$ cat src/rtl/pc_unit_if.sv
// Bundle between the controller/IM side and the program-counter unit.
// The master drives the next-PC controls and reads back PC state; the PC unit is the slave.
interface pc_unit_if #(
    parameter int WIDTH = 32
);
    logic              en;
    logic [1:0]        npc_sel;
    logic              br_taken;
    logic [15:0]       imm16;
    logic [25:0]       instr_index;
    logic [WIDTH-1:0]  jr_target;
    logic              exc_req;
    logic              eret;
    logic [WIDTH-1:0]  pc;
    logic [WIDTH-1:0]  pc_plus4;
    logic [WIDTH-1:0]  epc;
    logic              in_exc;
    logic              misalign;

    modport master (
        output en, npc_sel, br_taken, imm16, instr_index, jr_target, exc_req, eret,
        input  pc, pc_plus4, epc, in_exc, misalign
    );

    modport slave (
        input  en, npc_sel, br_taken, imm16, instr_index, jr_target, exc_req, eret,
        output pc, pc_plus4, epc, in_exc, misalign
    );
endinterface

$ cat src/rtl/pc_unit.sv
// Program-counter unit for the single-cycle MIPS datapath.
// Holds PC and EPC, selects the next PC (seq/branch/jump/jr), and handles
// stall, exception entry, ERET and misaligned-jr trapping.
//
// state | meaning
// ------+----------------------------------------------------------
// RUN   | normal execution; exception entry captures EPC
// EXC   | inside handler; nested entries re-vector but keep EPC
module pc_unit #(
    parameter int               WIDTH    = 32,
    parameter logic [WIDTH-1:0] RESET_PC = WIDTH'(32'h0000_3000),
    parameter logic [WIDTH-1:0] EXC_PC   = WIDTH'(32'h0000_4180)
) (
    input  logic       clk,
    input  logic       reset,
    pc_unit_if.slave   bus
);

    localparam logic [1:0] SEL_SEQ    = 2'b00;
    localparam logic [1:0] SEL_BRANCH = 2'b01;
    localparam logic [1:0] SEL_JUMP   = 2'b10;
    localparam logic [1:0] SEL_JR     = 2'b11;

    typedef enum logic {
        RUN = 1'b0,
        EXC = 1'b1
    } state_t;

    state_t           state_q, state_d;
    logic [WIDTH-1:0] pc_q, pc_d;
    logic [WIDTH-1:0] epc_q, epc_d;
    logic             misalign_q, misalign_d;

    logic [WIDTH-1:0] pc_plus4_w;
    logic [WIDTH-1:0] br_offset;
    logic [WIDTH-1:0] br_target;
    logic [WIDTH-1:0] jump_target;
    logic [WIDTH-1:0] sel_target;
    logic             jr_misaligned;

    // Candidate targets; all arithmetic wraps modulo 2^WIDTH.
    always_comb begin
        pc_plus4_w    = pc_q + WIDTH'(4);
        br_offset     = {{(WIDTH-18){bus.imm16[15]}}, bus.imm16, 2'b00};
        br_target     = bus.br_taken ? (pc_plus4_w + br_offset) : pc_plus4_w;
        jump_target   = {pc_plus4_w[WIDTH-1:28], bus.instr_index, 2'b00};
        jr_misaligned = (bus.jr_target[1:0] != 2'b00);
        unique case (bus.npc_sel)
            SEL_SEQ:    sel_target = pc_plus4_w;
            SEL_BRANCH: sel_target = br_target;
            SEL_JUMP:   sel_target = jump_target;
            SEL_JR:     sel_target = bus.jr_target;
            default:    sel_target = pc_plus4_w;
        endcase
    end

    // Next-state and next-register values, in per-cycle priority order.
    always_comb begin
        state_d    = state_q;
        pc_d       = pc_q;
        epc_d      = epc_q;
        misalign_d = 1'b0;
        if (!bus.en) begin
            // stall: everything holds, misalign pulse drops
        end else if (bus.exc_req) begin
            pc_d    = EXC_PC;
            state_d = EXC;
            if (state_q == RUN) begin
                epc_d = pc_q;
            end
        end else if (bus.eret && (state_q == EXC)) begin
            pc_d    = epc_q + WIDTH'(4);
            state_d = RUN;
        end else if ((bus.npc_sel == SEL_JR) && jr_misaligned) begin
            pc_d       = EXC_PC;
            misalign_d = 1'b1;
            state_d    = EXC;
            if (state_q == RUN) begin
                epc_d = pc_q;
            end
        end else begin
            pc_d = sel_target;
        end
    end

    // State and datapath registers with synchronous active-low reset.
    always_ff @(posedge clk) begin
        if (!reset) begin
            state_q    <= RUN;
            pc_q       <= RESET_PC;
            epc_q      <= '0;
            misalign_q <= 1'b0;
        end else begin
            state_q    <= state_d;
            pc_q       <= pc_d;
            epc_q      <= epc_d;
            misalign_q <= misalign_d;
        end
    end

    assign bus.pc       = pc_q;
    assign bus.pc_plus4 = pc_plus4_w;
    assign bus.epc      = epc_q;
    assign bus.in_exc   = (state_q == EXC);
    assign bus.misalign = misalign_q;

endmodule

$ cat src/flat_wrapper.sv
// flat-port wrapper written by rule: the top's interface ports become plain ports
module pc_unit_flat 
#(
    parameter int               WIDTH    = 32,
    parameter logic [WIDTH-1:0] RESET_PC = WIDTH'(32'h0000_3000),
    parameter logic [WIDTH-1:0] EXC_PC   = WIDTH'(32'h0000_4180)
)
  (clk, reset, bus_en, bus_npc_sel, bus_br_taken, bus_imm16, bus_instr_index, bus_jr_target, bus_exc_req, bus_eret, bus_pc, bus_pc_plus4, bus_epc, bus_in_exc, bus_misalign);
  pc_unit_if #(.WIDTH(WIDTH)) bus_i ();
  input  logic clk;
  input  logic reset;
  input wire logic [$bits(bus_i.en)-1:0] bus_en;
  input wire logic [$bits(bus_i.npc_sel)-1:0] bus_npc_sel;
  input wire logic [$bits(bus_i.br_taken)-1:0] bus_br_taken;
  input wire logic [$bits(bus_i.imm16)-1:0] bus_imm16;
  input wire logic [$bits(bus_i.instr_index)-1:0] bus_instr_index;
  input wire logic [$bits(bus_i.jr_target)-1:0] bus_jr_target;
  input wire logic [$bits(bus_i.exc_req)-1:0] bus_exc_req;
  input wire logic [$bits(bus_i.eret)-1:0] bus_eret;
  output wire logic [$bits(bus_i.pc)-1:0] bus_pc;
  output wire logic [$bits(bus_i.pc_plus4)-1:0] bus_pc_plus4;
  output wire logic [$bits(bus_i.epc)-1:0] bus_epc;
  output wire logic [$bits(bus_i.in_exc)-1:0] bus_in_exc;
  output wire logic [$bits(bus_i.misalign)-1:0] bus_misalign;
  assign bus_i.en = bus_en;
  assign bus_i.npc_sel = bus_npc_sel;
  assign bus_i.br_taken = bus_br_taken;
  assign bus_i.imm16 = bus_imm16;
  assign bus_i.instr_index = bus_instr_index;
  assign bus_i.jr_target = bus_jr_target;
  assign bus_i.exc_req = bus_exc_req;
  assign bus_i.eret = bus_eret;
  assign bus_pc = bus_i.pc;
  assign bus_pc_plus4 = bus_i.pc_plus4;
  assign bus_epc = bus_i.epc;
  assign bus_in_exc = bus_i.in_exc;
  assign bus_misalign = bus_i.misalign;
  pc_unit #(.WIDTH(WIDTH), .RESET_PC(RESET_PC), .EXC_PC(EXC_PC)) u_core (.clk(clk), .reset(reset), .bus(bus_i));
endmodule
$ cat config.mk
export PLATFORM = sky130hd
export DESIGN_NAME = pc_unit_flat
export DESIGN_NICKNAME = d
export VERILOG_FILES = /design/src/rtl/pc_unit_if.sv /design/src/rtl/pc_unit.sv /design/src/flat_wrapper.sv
export SDC_FILE = /design/constraint.sdc
export NUM_CORES = 1
export LEC_CHECK = 0
export ABC_AREA = 1
export CAP_MARGIN = 15
export CORE_MARGIN = 2
export CORE_UTILIZATION = 25
export DETAILED_ROUTE_END_ITERATION = 6
export GPL_TIMING_DRIVEN = 1
export SYNTH_ARGS = -nofsm -noshare
export SYNTH_HDL_FRONTEND = slang
export SYNTH_SLANG_ARGS = --single-unit
$ cat constraint.sdc
create_clock -name clk -period 3.7 [get_ports clk]
set_input_delay 1.11 -clock clk [delete_from_list [all_inputs] [get_ports clk]]
set_output_delay 1.11 -clock clk [all_outputs]
set_load 0.01 [all_outputs]
; ---- After elaboration in Yosys (flattened, before gate mapping)
; Cells that the tools add are included.
[word_totals]
regBits = 66
inputBits = 82
[classes]
n_eq_ne = 4
n_reduce_logical = 9
addsub = 3
n_mux = 13
bitwise_logic = 2
[op_table]
columns = cell, count
row1 = 32-bit two-way mux, 8
row2 = 32-bit one-hot mux with 4 select lines, 1
row3 = 32-bit by 3-bit adder with 32-bit output (second input constant), 2
row4 = 32-bit adder, 1
row5 = 2-bit equality test (second input constant), 2
row6 = 1-bit two-way mux, 4
row7 = 2-bit nonzero test, 2
row8 = 4-bit OR reduction, 1
row9 = 3-bit AND reduction, 1
row10 = 3-bit nonzero test, 1
row11 = 2-bit by 1-bit equality test with 1-bit output (second input constant), 1
row12 = 1-bit logical AND, 2
row13 = 2-bit zero test, 1
row14 = 2-bit inequality test (second input constant), 1
row15 = 1-bit inverter, 2
row16 = 2-bit AND reduction, 1

; ---- Longest topological paths before layout
[logic_depth]
depth_word = 7
mapped_depth = 30
depth_no_buf = 30

; ---- Worst setup path after synthesis
; OpenSTA, ideal clock, no wires.
[synth_timing]
path_kind = register -> register
from = reg u_core.pc_q[2], in the netlist u_core.bus.pc[2]
to = reg u_core.pc_q[29], in the netlist u_core.bus.pc[29]
stages_incl_launch_ff = 25
arrival_time_ns = 2.889
period_less_slack_ns = 3.025
setup_slack_ns = 0.675
path_buffers = 0
cell_sequence = dfxtp_1 > ha_1 > nand3_2 > inv_2 > nand2_1 > nor2_4 > nand2_2 > nor2_4 > nand2_2 > xor2_1 > inv_2 > ha_1 > nand2_1 > nor2_1 > nand2_1 > nor3_1 > nand2_1 > nand2_1 > nand2_1 > nand3_1 > nand3_1 > nand2_1 > nand2_1 > nand2_1 > a21oi_1
[synth_between]
elab_chain_len = 7
[synth_rtl]
columns = element, line_no
row1 = start: declaration, pc_unit.sv:30  ; logic [WIDTH-1:0] pc_q, pc_d;
row2 = start signal: assignment, pc_unit.sv:95  ; pc_q <= pc_d;
row3 = 32-bit by 3-bit adder with 32-bit output, pc_unit.sv:43  ; pc_plus4_w = pc_q + WIDTH'(4);
row4 = named net bus_pc_plus4[24], flat_wrapper.sv:21  ; output wire logic [$bits(bus_i.pc_plus4)-1:0] bus_pc_plus4;
row5 = 32-bit adder, pc_unit.sv:45  ; br_target = bus.br_taken ? (pc_plus4_w + br_offset) : pc_plus4_w;
row6 = 32-bit two-way mux, pc_unit.sv:45
row7 = 32-bit one-hot mux with 4 select lines, pc_unit.sv:48  ; unique case (bus.npc_sel)
row8 = 32-bit two-way mux, pc_unit.sv:74  ; end else if ((bus.npc_sel == SEL_JR) && jr_misaligned) begin
row9 = 32-bit two-way mux, pc_unit.sv:71  ; end else if (bus.eret && (state_q == EXC)) begin
row10 = 32-bit two-way mux, pc_unit.sv:65  ; end else if (bus.exc_req) begin
; The timed path passes the listed nets, and every way through them passes these cells.
; A chain may end at the register's enable or synchronous reset.

; ---- Worst setup path in the final report
[layout_timing]
from = reg u_core.pc_q[3], in the netlist u_core.bus.pc[3]
to = out bus_pc_plus4[20]
[layout_between]
elab_chain_len = 1
[layout_rtl]
columns = element, line_no
row1 = 32-bit by 3-bit adder with 32-bit output, pc_unit.sv:43
row2 = end: declaration, flat_wrapper.sv:21
; Every way passes these cells.

==> run metrics <==
status finished with violations; failing checks design-rule violations; number of iterations in the first detailed-routing pass 7; part of the Yosys area used for sequential elements 0.183; fraction of registers with async set/reset 0; reported leakage power ~4.4 nW; critical path data required time about 2600 ps; total area of multi-input combinational cells 5150 um2; final hold vios 0; Post-Layout Inst Area between 10,000 and 15,000 um2; deepest clock path buffer count 2; library cell occupying the most area in the post-synthesis netlist sky130_fd_sc_hd__nand2_1; Gate Count Post-Synth 1,251; clock period minus worst slack 3640 ps; part of the power in the clock network 0.342; routed len/inst roughly 17 um; Core Rows a little over 60; number of buffers created by CTS 9; area added between synthesis and finish 40.0%; Initial Util 0.253; number of max-slew violations in the final report 0; boundary pin count 180; fraction of final layout cells with drive strength greater than 1 0.101; peak clock frequency supported by timing 275 MHz; share of total power in sequential cells 0.314; crit-path max FO 4; part of the power in combinational logic 0.345; Pint 1.70 mW; input/output buffers between 150 and 200; clock-pin slew on the worst setup and hold paths around 60 ps; category of the worst setup path capture point output port; Synth Cell Area between 7000 and 8000 um2; Die H between 150 and 200 um; initial antenna violation count 0; share of Yosys cell area claimed by the top area cell type 0.205; worst slew pin tran about 590 ps; core region area around 29,000 um2; worst setup skew after layout between 9 and 10 ps; worst skew pair latency approximately 340 ps; most numerous cell in the Yosys netlist sky130_fd_sc_hd__nand2_1; critical path startpoint category flop; Chip Width 174 um; Cell Pwr Density approximately 260 nW/um2; Syn Area/Cell ~5.8 um2; xor and xnor fraction of the mapped netlist area 0.0459; multiplexer area fraction after synthesis 0; area enclosed by the die boundary 30,300 um2; H-tree lvl count 3; synthesized-area fraction occupied by adder cells 0.0686; antenna-violating nets left 0; most used standard cells in the synthesized netlist sky130_fd_sc_hd__nand2_1, sky130_fd_sc_hd__inv_1, sky130_fd_sc_hd__a21oi_1, sky130_fd_sc_hd__nor2_1, sky130_fd_sc_hd__nand3_1; diodes inserted 0; IR Drop Worst-Case VDD between 200 and 250 uV; post-route DRC violation count 15; number of buffers inserted by hold repair at cts 0; category of the critical setup timing path flop to output port; overall fraction of global-route tracks in use 0.206; RSZ-0062 raised after global routing yes; fillcell total about 3,200; total vias in the final route roughly 9,000; final sum of negative setup slack 0 ps; number of distinct standard cells referenced by the synthesized netlist 55; total number of yosys warnings 0; path class of the lowest-slack min-delay path flop to flop; switch share 0.352; Reg area ~1300 um2; simple-gate portion of the synthesized area 0.404; hpwl dp ~27,000 um; CTS sink count between 60 and 70; number of enable-type register cells in the synthesized netlist 0; syn nets between 1,000 and 1,500; Post-Place Cell Area slightly below 10,000 um2; worst slew margin relative to its limit 0.606; total net switching power between 0.9 and 1 mW; number of failing setup endpoints in the final timing report 0; portion of the clock cycle consumed by the worst path in the final layout 0.983; overflow left after global routing 0; Root Buffer sky130_fd_sc_hd__clkbuf_16; most area-consuming cells after synthesis sky130_fd_sc_hd__nand2_1, sky130_fd_sc_hd__dfxtp_1, sky130_fd_sc_hd__inv_1; max capacitance violation total 0; critical path arrival 2530 ps; Routed Wire Length 32,200 um; drt first-iter violations between 800 and 900; final RePlAce weighted congestion between 0.9 and 1; maximum number of pins on one net before global-route repair 65; Avg Vias per Cell 4.87; fraction of the mapped netlist area in compound gates 0.189; number of nets in the finished design between 1,500 and 2,000; combinational family with the most area after synthesis simple AND/OR/NAND/NOR gates; commonest register cell after synthesis sky130_fd_sc_hd__dfxtp_1; wire length of the first global-routing pass 48,400 um; flip-flop and latch count after synthesis 66; number of global-route vias before repair 8,590; CTS tree built
kinds of logic after synthesis:
family | after synthesis
AO/OA/AOI/OAI | 237
XOR/XNOR | 37
adder cells (fa/ha/maj) | 39
buffers and inverters | 202
flip-flops | 66
AND/OR/NAND/NOR | 670
final cells by class:
cell class | instances | share of cell area
timing repair buffer | 229 | 0.217
inverter | 167 | 0.0622
sequential | 66 | 0.133
multi-input combinational | 983 | 0.510
tap | 384 | 0.0475
clock buffer | 11 | 0.0250
clock inverter | 5 | 0.00520
what timing repair did:
action / CTS / global route
buffers inserted: 0 / 2
pin swaps: 0 / 2
endpoints found under the setup margin: 6 / 20
hold endpoints to repair: 0 / 0
gates resized for setup: 7 / 19
cells in the final DEF, fill, tap and decap left out, drive strengths merged, types with 7 or more instances in the layout:
cell / instances
nor4: 7
inv: 162
clkdlybuf4s50: 176
nand2: 411
nor3: 22
ha: 38
clkbuf: 11
buf: 50
clkinv: 8
a22o: 11
xor2: 25
o21ai: 71
nand4: 19
xnor2: 12
a21oi: 115
o21bai: 13
nor2: 119
nand3: 79
dfxtp: 66
final timing paths:
kind | start | endpoint | slack (ps) | depth (start not counted)
setup / recovery | u_core.bus.pc[3]$_SDFFE_PN0P_ | bus_pc_plus4[20] | 60 | 9
hold / removal | u_core.bus.epc[1]$_SDFFE_PN0P_ | u_core.bus.epc[1]$_SDFFE_PN0P_ | 470 | 2
setup reg to reg | u_core.bus.pc[3]$_SDFFE_PN0P_ | u_core.bus.pc[30]$_SDFFE_PN0P_ | 230 | 25
hold reg to reg | u_core.bus.epc[1]$_SDFFE_PN0P_ | u_core.bus.epc[1]$_SDFFE_PN0P_ | 470 | 2
worst max-delay path, stage by stage, from the launching register on:
cell,delay (ps)
sky130_fd_sc_hd__dfxtp_1,330
sky130_fd_sc_hd__ha_1,190
sky130_fd_sc_hd__nand3_2,150
sky130_fd_sc_hd__inv_2,90
sky130_fd_sc_hd__nand2_1,110
sky130_fd_sc_hd__nor2_4,170
sky130_fd_sc_hd__nand2_2,100
sky130_fd_sc_hd__nor2_4,140
sky130_fd_sc_hd__xor2_2,280
sky130_fd_sc_hd__clkdlybuf4s50_1,610
metal layers:
metal / global-route usage / vias to the layer above / share of wire
met5: 0 / - / 0
met4: 0.0945 / 0 / 0.045
met3: 0.0260 / 73 / 0.074
met2: 0.330 / 391 / 0.44
met1: 0.277 / 4040 / 0.45
li1: - / 4479 / -
registers in the layout (all words and copies together) (netlist names):
register	cells
u_core.bus.epc	32
u_core.bus.in_exc	1
u_core.bus.misalign	1
u_core.bus.pc	32
power groups by stage:
stage / sequential (mW) / combinational (mW) / clock (mW)
6_report: 0.821 / 0.903 / 0.895
5_1_grt: 0.829 / 0.982 / 0.939
4_1_cts: 0.819 / 0.894 / 0.908
3_5_place_dp: 0.833 / 0.888 / 0
3_3_place_gp: 0.833 / 0.888 / 0
2_1_floorplan: 0.838 / 0.444 / 0
stage by stage:
step | utilization | hold slack, ps | instances | worst slack (ps) | total power [mW]
floorplan | - | 479 | 1251 | 675 | 1.28
global placement | 0.340 | 453 | 1827 | 56.6 | 1.72
detailed placement | 0.340 | 458 | 1827 | 39.3 | 1.72
CTS | 0.352 | 470 | 1843 | -30.2 | 2.62
global route | 0.354 | 490 | 1845 | -76.6 | 2.75
finish | 0.354 | 468 | 1845 | 61.9 | 2.62
No activity file was read; power rests on OpenSTA's default activity.
